--- src/rtl/nn_pkg.sv ---
// Shared types and constants for the classifier back end.
package nn_pkg;

    localparam int unsigned NUM_CLASSES = 10;
    localparam int unsigned SCORE_W     = 26;
    localparam int unsigned FRAC_W      = 18;
    localparam int unsigned IDX_W       = 4;

    typedef logic signed [SCORE_W-1:0] score_t;
    typedef logic [IDX_W-1:0]          class_idx_t;

    typedef enum logic [1:0] {
        IDLE = 2'd0,
        SCAN = 2'd1,
        DONE = 2'd2
    } argmax_state_t;

    // Sign bit set, all other bits clear: the smallest representable score.
    localparam score_t SCORE_MOST_NEG = score_t'({1'b1, {(SCORE_W-1){1'b0}}});

endpackage

--- src/rtl/score_compare.sv ---
// Signed strict greater-than between a candidate and an incumbent score,
// returning whichever one should be kept along with its class index.
module score_compare
    import nn_pkg::*;
(
    input  logic [SCORE_W-1:0] cand_i,
    input  logic [IDX_W-1:0]   cand_idx_i,
    input  logic [SCORE_W-1:0] inc_i,
    input  logic [IDX_W-1:0]   inc_idx_i,
    output logic               gt_c_o,
    output logic [SCORE_W-1:0] sel_c_o,
    output logic [IDX_W-1:0]   sel_idx_c_o
);

    // Equal scores keep the incumbent, so the earlier index wins ties.
    always_comb begin
        gt_c_o      = ($signed(cand_i) > $signed(inc_i));
        sel_c_o     = gt_c_o ? cand_i     : inc_i;
        sel_idx_c_o = gt_c_o ? cand_idx_i : inc_idx_i;
    end

endmodule

--- src/rtl/argmax_classifier.sv ---
// Argmax over a captured vector of signed class scores, one comparison per
// cycle. Define ARGMAX_MARGIN_EN to also report the runner-up index and the
// winning margin.
module argmax_classifier
    import nn_pkg::*;
(
    input  logic                           clk,
    input  logic                           GlobalReset,
    input  logic [NUM_CLASSES*SCORE_W-1:0] scores,
    input  logic                           in_valid,
    output logic                           in_ready,
    output logic [IDX_W-1:0]               class_idx,
    output logic [SCORE_W-1:0]             class_score,
    output logic                           out_valid,
`ifdef ARGMAX_MARGIN_EN
    output logic [IDX_W-1:0]               runner_idx,
    output logic [SCORE_W:0]               margin,
`endif
    input  logic                           out_ready
);

    localparam class_idx_t LAST_IDX = class_idx_t'(NUM_CLASSES - 1);

    argmax_state_t state_q, state_d;
    score_t        buf_q [NUM_CLASSES];
    score_t        buf_d [NUM_CLASSES];
    score_t        best_q, best_d;
    class_idx_t    best_idx_q, best_idx_d;
    class_idx_t    cnt_q, cnt_d;
    class_idx_t    class_idx_q, class_idx_d;
    score_t        class_score_q, class_score_d;
    logic          in_ready_q, in_ready_d;
    logic          out_valid_q, out_valid_d;

    score_t        cand;
    logic          best_gt;
    score_t        best_sel;
    class_idx_t    best_sel_idx;

`ifdef ARGMAX_MARGIN_EN
    score_t             runner_q, runner_d;
    class_idx_t         runner_idx_q, runner_idx_d;
    class_idx_t         runner_out_q, runner_out_d;
    logic [SCORE_W:0]   margin_q, margin_d;
    logic               run_gt;
    score_t             run_sel;
    class_idx_t         run_sel_idx;
`endif

    assign cand = buf_q[cnt_q];

    score_compare u_best_cmp (
        .cand_i      (cand),
        .cand_idx_i  (cnt_q),
        .inc_i       (best_q),
        .inc_idx_i   (best_idx_q),
        .gt_c_o      (best_gt),
        .sel_c_o     (best_sel),
        .sel_idx_c_o (best_sel_idx)
    );

`ifdef ARGMAX_MARGIN_EN
    score_compare u_run_cmp (
        .cand_i      (cand),
        .cand_idx_i  (cnt_q),
        .inc_i       (runner_q),
        .inc_idx_i   (runner_idx_q),
        .gt_c_o      (run_gt),
        .sel_c_o     (run_sel),
        .sel_idx_c_o (run_sel_idx)
    );
`endif

    // Next-state and datapath updates for the capture / scan / hold sequence.
    always_comb begin
        state_d       = state_q;
        buf_d         = buf_q;
        best_d        = best_q;
        best_idx_d    = best_idx_q;
        cnt_d         = cnt_q;
        class_idx_d   = class_idx_q;
        class_score_d = class_score_q;
        in_ready_d    = in_ready_q;
        out_valid_d   = out_valid_q;
`ifdef ARGMAX_MARGIN_EN
        runner_d      = runner_q;
        runner_idx_d  = runner_idx_q;
        runner_out_d  = runner_out_q;
        margin_d      = margin_q;
`endif

        case (state_q)
            IDLE: begin
                if (in_valid && in_ready_q) begin
                    for (int unsigned k = 0; k < NUM_CLASSES; k++) begin
                        buf_d[k] = score_t'(scores[k*SCORE_W +: SCORE_W]);
                    end
                    best_d     = score_t'(scores[SCORE_W-1:0]);
                    best_idx_d = '0;
                    cnt_d      = class_idx_t'(1);
                    in_ready_d = 1'b0;
`ifdef ARGMAX_MARGIN_EN
                    runner_d     = SCORE_MOST_NEG;
                    runner_idx_d = '0;
`endif
                    if (NUM_CLASSES == 1) begin
                        // Single class: nothing to scan, publish index 0 directly.
                        state_d       = DONE;
                        out_valid_d   = 1'b1;
                        class_idx_d   = '0;
                        class_score_d = score_t'(scores[SCORE_W-1:0]);
`ifdef ARGMAX_MARGIN_EN
                        runner_out_d  = '0;
                        margin_d      = '0;
`endif
                    end else begin
                        state_d = SCAN;
                    end
                end
            end

            SCAN: begin
                best_d     = best_sel;
                best_idx_d = best_sel_idx;
                cnt_d      = cnt_q + class_idx_t'(1);
`ifdef ARGMAX_MARGIN_EN
                // A new maximum pushes the old best down to runner-up.
                if (best_gt) begin
                    runner_d     = best_q;
                    runner_idx_d = best_idx_q;
                end else if (run_gt) begin
                    runner_d     = run_sel;
                    runner_idx_d = run_sel_idx;
                end
`else
                if (best_gt) begin
                    best_d = cand;
                end
`endif
                if (cnt_q == LAST_IDX) begin
                    state_d       = DONE;
                    out_valid_d   = 1'b1;
                    class_idx_d   = best_idx_d;
                    class_score_d = best_d;
`ifdef ARGMAX_MARGIN_EN
                    runner_out_d  = runner_idx_d;
                    margin_d      = (SCORE_W+1)'(best_d) - (SCORE_W+1)'(runner_d);
`endif
                end
            end

            DONE: begin
                if (out_ready) begin
                    state_d     = IDLE;
                    out_valid_d = 1'b0;
                    in_ready_d  = 1'b1;
                end
            end

            default: begin
                state_d     = IDLE;
                out_valid_d = 1'b0;
                in_ready_d  = 1'b1;
            end
        endcase
    end

    // State and datapath registers; reset drops any vector in flight.
    always_ff @(posedge clk or posedge GlobalReset) begin
        if (GlobalReset) begin
            state_q       <= IDLE;
            for (int unsigned k = 0; k < NUM_CLASSES; k++) begin
                buf_q[k] <= '0;
            end
            best_q        <= '0;
            best_idx_q    <= '0;
            cnt_q         <= '0;
            class_idx_q   <= '0;
            class_score_q <= '0;
            in_ready_q    <= 1'b1;
            out_valid_q   <= 1'b0;
`ifdef ARGMAX_MARGIN_EN
            runner_q      <= '0;
            runner_idx_q  <= '0;
            runner_out_q  <= '0;
            margin_q      <= '0;
`endif
        end else begin
            state_q       <= state_d;
            buf_q         <= buf_d;
            best_q        <= best_d;
            best_idx_q    <= best_idx_d;
            cnt_q         <= cnt_d;
            class_idx_q   <= class_idx_d;
            class_score_q <= class_score_d;
            in_ready_q    <= in_ready_d;
            out_valid_q   <= out_valid_d;
`ifdef ARGMAX_MARGIN_EN
            runner_q      <= runner_d;
            runner_idx_q  <= runner_idx_d;
            runner_out_q  <= runner_out_d;
            margin_q      <= margin_d;
`endif
        end
    end

    assign in_ready    = in_ready_q;
    assign out_valid   = out_valid_q;
    assign class_idx   = class_idx_q;
    assign class_score = class_score_q;
`ifdef ARGMAX_MARGIN_EN
    assign runner_idx  = runner_out_q;
    assign margin      = margin_q;
`endif

endmodule

--- config.mk ---
export PLATFORM = sky130hd
export DESIGN_NAME = argmax_classifier
export DESIGN_NICKNAME = d
export VERILOG_FILES = /design/src/rtl/nn_pkg.sv /design/src/rtl/score_compare.sv /design/src/rtl/argmax_classifier.sv
export SDC_FILE = /design/constraint.sdc
export NUM_CORES = 1
export LEC_CHECK = 0
export ABC_AREA = 1
export CAP_MARGIN = 15
export CORE_ASPECT_RATIO = 0.5
export CORE_MARGIN = 2
export CORE_UTILIZATION = 64
export CTS_CLUSTER_SIZE = 25
export DETAILED_ROUTE_END_ITERATION = 10
export DONT_BUFFER_PORTS = 1
export PLACE_DENSITY = 0.82
export SLEW_MARGIN = 20
export SYNTH_ARGS = -nofsm -noshare
export SYNTH_HDL_FRONTEND = slang
export SYNTH_SLANG_ARGS = --single-unit
--- constraint.sdc ---
create_clock -name clk -period 13.1 [get_ports clk]
set_clock_uncertainty 0.1 [all_clocks]
set_input_delay 2.62 -clock clk [delete_from_list [all_inputs] [get_ports clk]]
set_output_delay 2.62 -clock clk [all_outputs]
set_load 0.005 [all_outputs]
[After elaboration in Yosys (flattened, before gate mapping)]
Cells that the tools add are included.
Word-level totals
  flip-flop bits (word level): 328
  bits of input ports: 264
  output and inout port bits: 32
  logic and storage cells: 60
Operators by class
  add/sub/neg operators: 1
  order comparisons: 2
  equal/unequal tests: 6
  multiplexer cells: 21
  bitwise gates (word level): 3
  reductions and logical operators: 9
Operators by type and width (number)
  26-bit binary-select mux with 4-bit select: 1
  26-bit two-way mux: 4
  26-bit case mux with 2 select lines: 1
  26-bit > comparator: 1
  4-bit case mux with 2 select lines: 2
  4-bit two-way mux: 3
  3-bit AND reduction: 3
  2-bit two-way mux: 3
  2-bit != test, second input constant: 3
  1-bit case mux with 3 select lines: 2
  2-bit case mux with 3 select lines: 1
  2-bit AND reduction: 3
  5-bit greater-or-equal comparator, second input constant: 1
  4-bit NOT with 5-bit output: 1
  4-bit by 1-bit adder with 4-bit output, second input constant: 1
  4-bit == test, second input constant: 1
  1-bit two-way mux: 4
  2-bit by 1-bit == test with 1-bit output, second input constant: 1
  2-bit == test, second input constant: 1
  2-bit logical NOT: 1
  1-bit NOT: 2
  2-bit nonzero test: 1
  1-bit logical AND: 1

[Logic depth before layout (Yosys ltp)]
  depth in word-level cells: 7
  mapped depth: 23
  depth with buffers taken out: 20

[By module]
A second synthesis with hierarchy kept.
Unflattened totals
  cell total of the unflattened synthesis: 2324
  area, all modules: 16956.3 sq um
Modules (own cells, without submodules)
  argmax_classifier: times used 1, cells each 2093, area an instance 15701.3 sq um
  score_compare: times used 1, cells each 231, area an instance 1255.0 sq um

[Worst setup path before layout]
OpenSTA, ideal clock, no wires.
  path type: input -> register
  from: input port in_valid
  to: register buf_q[42] (netlist bit)
  setup time: 0.130 ns
  arrival time: 3.555 ns
  slack: 9.315 ns
  stages on the path: 6
  path buffers: 3
  path through: nand3_1 inv_2 buf_2 buf_2 clkbuf_1 o21ai_0
On the way
  word-level cells in the longest chain between the ends: 2
Ends and longest elaborated chain
  start: declaration: line argmax_classifier.sv:10  | input logic in_valid,
  1-bit logical AND: line argmax_classifier.sv:94  | if (in_valid && in_ready_q) begin
  2-bit AND reduction (no line)
  end signal: assignment: line argmax_classifier.sv:190  | buf_q <= buf_d;
  end: declaration: line argmax_classifier.sv:25  | score_t buf_q [NUM_CLASSES];
Every way passes these cells.
A chain may end at the register's enable or synchronous reset.

[Worst setup path in the final report]
  from: register cnt_q[0]
  to: register class_score_q[6], in the netlist class_score[6]
On the way
  word-level cells in the longest chain between the ends: 6
Ends and longest elaborated chain
  start: declaration: line argmax_classifier.sv:29  | class_idx_t cnt_q, cnt_d;
  start signal: assignment: line argmax_classifier.sv:193  | cnt_q <= cnt_d;
  4-bit NOT with 5-bit output (not written as such): line argmax_classifier.sv:50  | assign cand = buf_q[cnt_q];
  26-bit binary-select mux with 4-bit select: line argmax_classifier.sv:50
  26-bit two-way mux (not written as such) (2 in series): line argmax_classifier.sv:50
  26-bit > comparator: line score_compare.sv:17  | gt_c_o = ($signed(cand_i) > $signed(inc_i));
  26-bit two-way mux: line argmax_classifier.sv:136  | if (best_gt) begin
  end signal: assignment: line argmax_classifier.sv:195  | class_score_q <= class_score_d;
  end: declaration: line argmax_classifier.sv:31  | score_t class_score_q, class_score_d;
Several ways; a longest one is shown, not always the timed one. The select of a mux whose other input is x is not followed.

==> metrics.cfg <==
[global_route]
grt_pass1_wl_um=69100
grt_pass1_vias=12500
grt_max_degree=217
antenna_found_initial=1
gr-total-overflow=0
gr-usage-all-layers_pct=33.9

[worst_setup_path]
crit_family=simple AND/OR/NAND/NOR gates
crit_fanout=101
endpoint_kind=flip-flop
crit_top_cell=nand3_1
reg2reg_depth=19
cp_data_arrival_time_ns=5.83
crit_path_start_kind=flip-flop
required_ns=13.46
cpMaxStageDelayCell=buf_4
max_stage_delay_ns=0.85
timing.critical_path.buf_inv=2
worstPathCellList=buf_4, buf_4, a21oi_1, o21ai_0, nand3_1, nand3_1, nand2_1, ha_1, nand2_1, nor2_1, nand3_1, nand3_1, nand2_2, nand3_2, nand2_1, nand2_2, nand3_1, nand3_1, nand2_1
crit_type=reg2reg
cp.depth=19

[sta]
relSlewSlack_pct=27.5
setup_tns_ns=0
hold_violations=0
setup_viol=0
slew_violations=0
max_freq_mhz=183
period_needed_ns=5.47
fin_ws_ns=7.63
worst_pin_slew_ns=1.09
period_share_pct=41.7
rsz0062_at_grt=no
fin_hold_ws_ns=0.375

[final_layout]
final_nets=2311
areaGrowthSynthToFinish_pct=5.91
drive_gt1_share_pct=4.85
fill_cells=2075
multiInputGateArea_mm2=0.00656
seq_area_mm2=0.00821

[logic_synthesis]
synthMuxAreaShare_pct=0
yosysTopAreaCellShare_pct=50.4
synth_fa_ha_area_share_pct=2.16
synthArstFlopShare_pct=100
ys_types=29
ys_ff_latch=328
synth-seq-area-share_pct=50.5
synthSimpleGateAreaFrac_pct=25.9
synth_compound_area_share_pct=12.1
synth_xor_xnor_area_share_pct=0.0539
synth_area_leader_cell=dfrtp_1
synth_edf_count=0
synth_nets=2396
synth-main-ff-cell=dfrtp_1
syn-instance-count=2104
ys_top_cells_by_area=dfrtp_1 50%, nand2_1 19%, o21ai_0 6.3%
ys_warn_count=0
yosysMostFrequentCell=nand2_1
synth_area_per_cell_um2=7.72
yosys-top-cells-count=828 x nand2_1, 327 x dfrtp_1, 232 x inv_1
synth_top_family_by_area=simple AND/OR/NAND/NOR gates
netlist_area_mm2=0.0162

[routing]
vias=13700
dr.pass1.iters=6
vias_per_cell=5.75
drc_errors=0
ant_nets=0
wire_per_inst_um=19.2
drt_iter0_drc=1876
drt_wl_total_um=45800

[die]
start_util_pct=64.8
fp.dieArea_mm2=0.0268
rows=41
fp.dieW_um=229
core_mm2=0.0251
fp.dieH_um=117
io_pins=296

[placement]
place_ws_ns=7.69
port_buffers=0
place_congestion=0.918
dpl.hpwl_um=31500

[pwr]
max-vdd-ir-drop_uv=248
p_per_area_mw_per_mm2=306
power.total_uw=5270
leakagePower_uw=0.00886

[cts]
postCtsSetupBuffers=0
cts_tree=built
clk_pin_slew_worst_paths_ns=0.07
clk_latency_ns=0.58
cts.repair.resized=0
clock_sinks=328
cts_max_path_buffers=3
cts_hold_buf=0
cts-htree-levels=1
ctsRootBufferMaster=clkbuf_16
cts_made_buffers=29

[min_path]
hp-class=reg2reg
hold_path_depth=2

[run]
drv_cap=0

[run_status]
status=completed

report_power, final:
| part | switching (uW) | internal (uW) |
|---|---|---|
| Sequential | 234 | 1500 |
| Clock | 390 | 505 |
| Combinational | 1830 | 814 |
registers in the layout, summed over array words and instances, names as in the netlist:
signal and cells:
buf_q 260, best_idx_q 4, class_idx 4, out_valid 1
cnt_q 4, best_q 26, state_q 2, class_score 26
in_ready 1
stage by stage:
stage | std cells | util [%] | cell area, um^2
2_1_floorplan | 2104 | - | 16200
3_3_place_gp | 2332 | 64.7 | 16200
3_5_place_dp | 2332 | 64.7 | 16200
4_1_cts | 2386 | 68.6 | 17200
5_1_grt | 2386 | 68.6 | 17200
6_report | 2387 | 68.6 | 17200
final cells by class:
cell class	instances	area share (%)
Antenna cell	1	0.0145
Clock buffer	48	5.21
Clock inverter	6	0.502
Inverter	235	5.21
Multi-Input combinational cell	1410	38.1
Sequential cell	328	47.7
Tap cell	344	2.50
Timing Repair Buffer	15	0.727
worst reg2reg max path, cell delays in order, from the launching register on:
cell,delay (ns)
dfrtp_4,0.77
buf_4,0.69
buf_4,0.85
a21oi_1,0.24
o21ai_0,0.14
nand3_1,0.21
nand3_1,0.17
nand2_1,0.17
ha_1,0.32
nand2_1,0.06
nor2_1,0.12
nand3_1,0.09
nand3_1,0.12
nand2_2,0.08
nand3_2,0.07
nand2_1,0.06
nand2_2,0.59
nand3_1,0.24
nand3_1,0.21
nand2_1,0.06
final timing paths:
path                        startpoint             end  slack (ns)
max in group asynchronous  GlobalReset   best_idx_q[3]        8.50
hold reg to reg             buf_q[149]      buf_q[149]        0.37
hold / removal              buf_q[149]      buf_q[149]        0.37
min in group asynchronous  GlobalReset       buf_q[53]        1.93
setup / recovery              cnt_q[0]  class_score[6]        7.63
setup reg to reg              cnt_q[0]  class_score[6]        7.63
layout by cell type, fill, tap and decap left out:
cell type / count
dfrtp_2: 1
nand4_2: 1
o22ai_1: 28
clkinv_2: 2
nor2_1: 44
o21ai_0: 206
nor2_2: 5
diode_2: 1
nand3_2: 21
nor4_1: 1
clkbuf_16: 29
dfrtp_1: 325
nor3_1: 1
nand3_1: 127
o211ai_1: 77
clkbuf_1: 9
inv_6: 1
buf_4: 14
clkinv_1: 1
bufinv_16: 2
nand3_4: 1
dfstp_2: 1
inv_1: 230
buf_12: 1
nor3_2: 1
clkinvlp_4: 1
nand2_2: 2
xnor2_1: 1
inv_8: 2
clkbuf_8: 10
nand4_1: 1
o21a_1: 1
nand2_1: 828
a21o_1: 1
ha_1: 28
or2_2: 1
a21oi_1: 34
dfrtp_4: 1
inv_2: 2
metal layers:
metal,global-route usage (%),routed length [um],up-vias
li1,-,-,6475
met1,49.1,19700,6500
met2,48.4,19200,630
met3,10.4,5090,112
met4,12.0,1770,0
met5,0,0,-
kinds of logic (layout without fill, tap and decap cells):
family | count (synthesis) | count (layout)
xor gates and xnor gates | 1 | 1
AOI/OAI and AO/OA | 347 | 347
DFF | 328 | 328
adders and majority gates | 28 | 28
other | 0 | 1
buffers and inverters | 366 | 304
and+or+nand+nor | 1034 | 1034
(Power assumes the default switching activity.)
